[config.mk]
export PLATFORM = sky130hd
export DESIGN_NAME = fpga_switch_loader
export DESIGN_NICKNAME = d
export VERILOG_FILES = /design/src/rtl/fpga_switch_loader_pkg.sv /design/src/rtl/fpga_switch_loader_btn_debounce.sv /design/src/rtl/fpga_switch_loader.sv
export SDC_FILE = /design/constraint.sdc
export NUM_CORES = 1
export LEC_CHECK = 0
export BUFFER_PORTS_ARGS = -buffer_cell sky130_fd_sc_hd__buf_2
export CORE_UTILIZATION = 29
export CTS_CLUSTER_DIAMETER = 40
export DETAILED_ROUTE_END_ITERATION = 12
export PLACE_DENSITY_LB_ADDON = 0.15
export SLEW_MARGIN = 5
export SYNTH_ARGS = -nofsm -noshare
export SYNTH_HDL_FRONTEND = slang
export SYNTH_SLANG_ARGS = --single-unit
[constraint.sdc]
create_clock -name clk -period 2.9 [get_ports clk]
set_clock_uncertainty 0.05 [all_clocks]
set_input_delay 0.87 -clock clk [delete_from_list [all_inputs] [get_ports clk]]
set_output_delay 0.87 -clock clk [all_outputs]
set_load 0.05 [all_outputs]
[src/rtl/fpga_switch_loader_pkg.sv]
// Shared encodings for the switch loader: FSM states double as the phase code
// shown on the spare LEDs.
package fpga_switch_loader_pkg;

    localparam int HALF_W_DEFAULT = 16;

    localparam logic [1:0] PH_HIGH  = 2'd0;
    localparam logic [1:0] PH_LOW   = 2'd1;
    localparam logic [1:0] PH_VALID = 2'd2;

    typedef enum logic [1:0] {
        S_HIGH   = PH_HIGH,
        S_LOW    = PH_LOW,
        S_VALID  = PH_VALID,
        S_UNUSED = 2'd3
    } state_t;

endpackage

[src/rtl/fpga_switch_loader_btn_debounce.sv]
// Push-button conditioner: 2-flop synchroniser, consecutive-cycle debounce and a
// registered one-cycle pulse on each accepted rising level.
module btn_debounce #(
    parameter int DEBOUNCE_CYCLES = 16
) (
    input  logic clk,
    input  logic rst,
    input  logic raw,
    output logic level,
    output logic rise
);

    localparam int CNT_W = $clog2(DEBOUNCE_CYCLES + 1);
    localparam logic [CNT_W-1:0] CNT_MAX = CNT_W'(DEBOUNCE_CYCLES);

    logic             meta_reg;
    logic             sync_reg;
    logic             level_reg;
    logic             level_next;
    logic             level_d_reg;
    logic             rise_reg;
    logic [CNT_W-1:0] cnt_reg;
    logic [CNT_W-1:0] cnt_next;

    // The counter tracks how long the synced input has disagreed with the
    // accepted level; any agreeing cycle restarts the count.
    always_comb begin
        level_next = level_reg;
        cnt_next   = cnt_reg;
        if (sync_reg == level_reg) begin
            cnt_next = '0;
        end else if (cnt_reg == CNT_MAX) begin
            level_next = sync_reg;
            cnt_next   = '0;
        end else begin
            cnt_next = cnt_reg + 1'b1;
        end
    end

    always_ff @(posedge clk or posedge rst) begin
        if (rst) begin
            meta_reg    <= 1'b0;
            sync_reg    <= 1'b0;
            level_reg   <= 1'b0;
            level_d_reg <= 1'b0;
            rise_reg    <= 1'b0;
            cnt_reg     <= '0;
        end else begin
            meta_reg    <= raw;
            sync_reg    <= meta_reg;
            level_reg   <= level_next;
            cnt_reg     <= cnt_next;
            level_d_reg <= level_reg;
            rise_reg    <= level_reg & ~level_d_reg;
        end
    end

    assign level = level_reg;
    assign rise  = rise_reg;

endmodule

[src/rtl/fpga_switch_loader.sv]
// Builds a 32-bit word from two button-confirmed switch halves (high first) and
// offers it to the processor over valid/ready.
module fpga_switch_loader
    import fpga_switch_loader_pkg::*;
#(
    parameter int DEBOUNCE_CYCLES = 16,
    parameter int HALF_W          = HALF_W_DEFAULT
) (
    input  logic                clk,
    input  logic                rst,
    input  logic [HALF_W-1:0]   sw,
    input  logic                btn,
    input  logic                word_ready,
    output logic                word_valid,
    output logic [2*HALF_W-1:0] word_data,
    output logic [1:0]          phase,
    output logic [HALF_W-1:0]   led_out
);

    logic [HALF_W-1:0]   sw_meta_reg;
    logic [HALF_W-1:0]   sw_sync_reg;
    logic                btn_level;
    logic                press;
    logic                press_ok;
    state_t              state_reg;
    state_t              state_next;
    logic [2*HALF_W-1:0] data_reg;
    logic [2*HALF_W-1:0] data_next;
    logic                valid_reg;
    logic                valid_next;

    btn_debounce #(
        .DEBOUNCE_CYCLES(DEBOUNCE_CYCLES)
    ) u_btn (
        .clk  (clk),
        .rst  (rst),
        .raw  (btn),
        .level(btn_level),
        .rise (press)
    );

    // A rise pulse always coincides with a high accepted level.
    assign press_ok = press & btn_level;

    always_comb begin
        state_next = state_reg;
        data_next  = data_reg;
        case (state_reg)
            S_HIGH: begin
                if (press_ok) begin
                    data_next[2*HALF_W-1 -: HALF_W] = sw_sync_reg;
                    state_next = S_LOW;
                end
            end
            S_LOW: begin
                if (press_ok) begin
                    data_next[HALF_W-1:0] = sw_sync_reg;
                    state_next = S_VALID;
                end
            end
            S_VALID: begin
                if (valid_reg && word_ready) begin
                    state_next = S_HIGH;
                end
            end
            default: state_next = S_HIGH;
        endcase
        valid_next = (state_next == S_VALID);
    end

    always_ff @(posedge clk or posedge rst) begin
        if (rst) begin
            sw_meta_reg <= '0;
            sw_sync_reg <= '0;
            state_reg   <= S_HIGH;
            data_reg    <= '0;
            valid_reg   <= 1'b0;
        end else begin
            sw_meta_reg <= sw;
            sw_sync_reg <= sw_meta_reg;
            state_reg   <= state_next;
            data_reg    <= data_next;
            valid_reg   <= valid_next;
        end
    end

    assign word_valid = valid_reg;
    assign word_data  = data_reg;
    assign phase      = state_reg;
    assign led_out    = sw_sync_reg;

endmodule

Yosys cells after proc, flatten, opt, wreduce, memory -nomap -nowiden
Cells that the tools add are included.

word-level totals
  register bits after elaboration = 77
  input port bits = 20
  output and inout bits = 51
  logic and storage cells = 33

cells by class
  add/subtract/negate cells = 1
  equality and inequality tests = 5
  muxes and demuxes = 6
  bitwise operators = 4
  reductions and logical operators = 5

operators by type and width
  kind                                                              number
  5-bit two-way mux                                                 2
  2-bit two-way mux                                                 3
  2-bit one-hot mux with 3 select lines                             1
  2-bit AND reduction                                               3
  5-bit by 1-bit adder with 5-bit output (second input constant)    1
  5-bit == test (second input constant)                             1
  2-bit == test (second input constant)                             2
  1-bit AND                                                         2
  2-bit by 1-bit == test with 1-bit output (second input constant)  1
  2-bit zero test                                                   1
  1-bit NOT                                                         2
  1-bit == test                                                     1
  1-bit logical AND                                                 1

Logic depth before layout (Yosys ltp)
  depth in word-level cells = 4
  mapped depth = 5
  mapped depth without buffers = 5

Modules after synthesis
Synthesis repeated with hierarchy kept, for this count alone.

second synthesis, totals
  cell total of the unflattened synthesis = 142
  area total of the unflattened synthesis = 2596.2 um^2

by module, submodules not included
  module              times used  cells each  area an instance (um^2)  seq. area each (um^2)
  fpga_switch_loader  1           112         2195.9                   1676.6
  btn_debounce        1           30          400.4                    250.2

Least setup slack after synthesis
Ideal clock, no wire load.

  path kind = reg-to-reg
  start = register state_reg[0] (netlist: phase[0])
  end = register data_reg[16] (netlist: word_data[16])
  setup time = 0.125 ns
  data arrival time = 1.513 ns
  required time = 2.725 ns
  setup slack = 1.212 ns
  cell stages (with the launch flop) = 4
  buffers on the path = 1
  period minus slack after synthesis = 1.688 ns
  cell sequence = dfrtp_1 -> nor3_4 -> buf_8 -> mux2_2

between the ends
  longest elaborated chain between the ends = 2

RTL lines
  what                                  RTL line                  text
  start, declared                       fpga_switch_loader.sv:25  state_t state_reg;
  start signal, assigned                fpga_switch_loader.sv:81  state_reg <= state_next;
  2-bit zero test                       fpga_switch_loader.sv:48  case (state_reg)
  2-bit AND reduction (no source line)  -
  end signal, assigned                  fpga_switch_loader.sv:82  data_reg <= data_next;
  end, declared                         fpga_switch_loader.sv:27  logic [2*HALF_W-1:0] data_reg;

Every way passes these cells.
A chain may end at the register's enable or synchronous reset.

Worst setup path in the final report
  start = register state_reg[0] (netlist: phase[0])
  end = output port phase[0]

RTL lines
  what           RTL line                  text
  end, declared  fpga_switch_loader.sv:16  output logic [1:0] phase,

No word-level cell between the ends.

==> results.tsv <==
metric	value	unit
die_y	95.4	µm
cp_top_family	flip-flops	
hold_class	register to register	
grt-ovfl-total	0	
layout-drive-gt1-share	55.0	%
min_period_over_period	70.6	%
nets	246	
io_pins	71	
max_stage_delay	480	ps
layout_common_cells	dfrtp_1, buf_2, mux2_2	
postCtsSetupBuffers	0	
layout_commonest_cell	dfrtp_1	
route.detailed.drc	0	
start_util	30.3	%
fin_crit	2050	ps
antenna_found_initial	0	
postCtsResizedCells	0	
io_buffer_count	70	
fin_setup_tns	0	ps
numCtsBuffers	9	
syn_nets	164	
crit_arrival	1130	ps
num_vias	1399	
grt_pass1_vias	1379	
power.density	633	mW/mm²
syn_inst	142	
clock_sinks	77	
core	0.00834	mm²
max_freq	488	MHz
regArea	0.00193	mm²
seq_area_frac_synth	76.2	%
finalHoldViolations	0	
setup_violations	0	
wl_per_cell	12.9	µm
synth.avg_cell_area	17.8	µm²
grt_max_degree	42	
p_leak	1.78	nW
synth.distinct_cells	18	
cts_tree	done	
cts_hold_buf	0	
dp_hpwl	2870	µm
cts_root_buf	clkbuf_8	
vias_per_cell	4.19	
drt_iter0_markers	24	
drt-pass1-iter-count	4	
drv_cap	0	
ir_worst_vdd	0.278	mV
yosys_register_bits	77	
final_core_util	38.8	%
clk_latency	340	ps
groute.usage.overall	10.7	%
cp_num_buf_inv	1	
rsz0062_at_grt	false	
path_max_fanout	5	
clk_pin_slew_worst_paths	70	ps
tightest_slew	724	ps
fp.dieW	95.4	µm
start_kind	register	
largest_reg_flops	32	
die_area	0.00910	mm²
final_area	0.00324	mm²
rows	33	
critPathCaptureType	primary output	
final_max_slew_viol_count	0	
gp_congestion	0.681	
slowest_stage	dfrtp_1	
cts_buffer_depth	2	
maxSlewHeadroom	51.6	%
power	2.05	mW
drtAntennaViolNets	0	
crit_chain	buf_2	
grt_pass1_wl	6960	µm
cp.required	1980	ps
status	finished, final reports clean	
fillers	815	
detail_route.wirelength	4300	µm
multi_input_area	566	µm²
netlist_area	0.00253	mm²
worst_slack	852	ps
crit_type	register to primary output	
dpl_cell_area	0.00303	mm²
layout-area-overhead-vs-synth	27.9	%
h-tree-depth	3	
num_antenna_cells	0	
dp_slack	1200	ps
synth_warnings	0	
Yosys cell counts:
cell type / count / area [µm²]
nand3b_1: 1 / 7.51
nand2_1: 4 / 15.0
nor3_4: 1 / 16.3
nand4b_4: 1 / 23.8
xnor2_1: 1 / 8.76
nor2_1: 6 / 22.5
dfrtp_1: 77 / 1930
mux2_2: 33 / 372
nand3_1: 2 / 10.0
buf_4: 1 / 7.51
buf_8: 1 / 15.0
inv_1: 4 / 15.0
xor2_1: 4 / 35.0
ha_1: 2 / 25.0
nor3_1: 1 / 5.00
nor2b_1: 1 / 6.26
o31ai_1: 1 / 7.51
nand2_4: 1 / 11.3
worst paths after layout:
kind	end	slack (ps)	cells past startpoint	from
worst max-delay path	phase[0]	850	1	phase[0]$_DFF_PP0_
worst min-delay path	led_out[13]$_DFF_PP0_	300	0	sw_meta_reg[13]$_DFF_PP0_
worst max register to register	word_data[27]$_DFFE_PP0P_	1350	4	u_btn.level$_DFFE_PP0P_
worst min register to register	led_out[13]$_DFF_PP0_	300	0	sw_meta_reg[13]$_DFF_PP0_
max in group asynchronous	word_data[11]$_DFFE_PP0P_	1610	3	rst
min in group asynchronous	u_btn.cnt_reg[4]$_DFF_PP0_	580	2	rst
where the power goes:
part	leakage, nW	internal, mW	switching, mW
registers	0.994	1.10	0.0176
clock network	0.102	0.444	0.369
logic	0.687	0.0288	0.0856
layout make-up:
class | count | share of cell area (%)
Timing Repair Buffer | 73 | 11.9
Inverter | 4 | 0.503
Clock buffer | 11 | 4.68
Tap cell | 105 | 4.06
Multi-Input combinational cell | 59 | 17.5
Clock inverter | 5 | 1.82
Sequential cell | 77 | 59.6
cell families (layout without fill, tap and decap cells):
logic type	count (synthesis)	count (layout)	share of synthesized area, %
mux	33	33	14.7
buf+inv	6	93	1.48
xor+xnor	5	5	1.73
compound gates	1	1	0.297
fa+ha+maj	2	2	0.989
simple gates	18	18	4.65
flops	77	77	76.2
per-layer routing:
metal	vias up	part of all wire, %	global-route usage, %
li1	639	-	-
met1	705	43	13.0
met2	49	47	15.8
met3	6	9.1	6.30
met4	0	1.2	3.73
met5	-	0	0
stage by stage:
stage	instances	hold WS [ps]
after global routing	334	309
after floorplan	142	281
final	334	301
after detailed placement	318	285
after global placement	318	282
after CTS	334	301
Power figures use the tool's default switching activity.
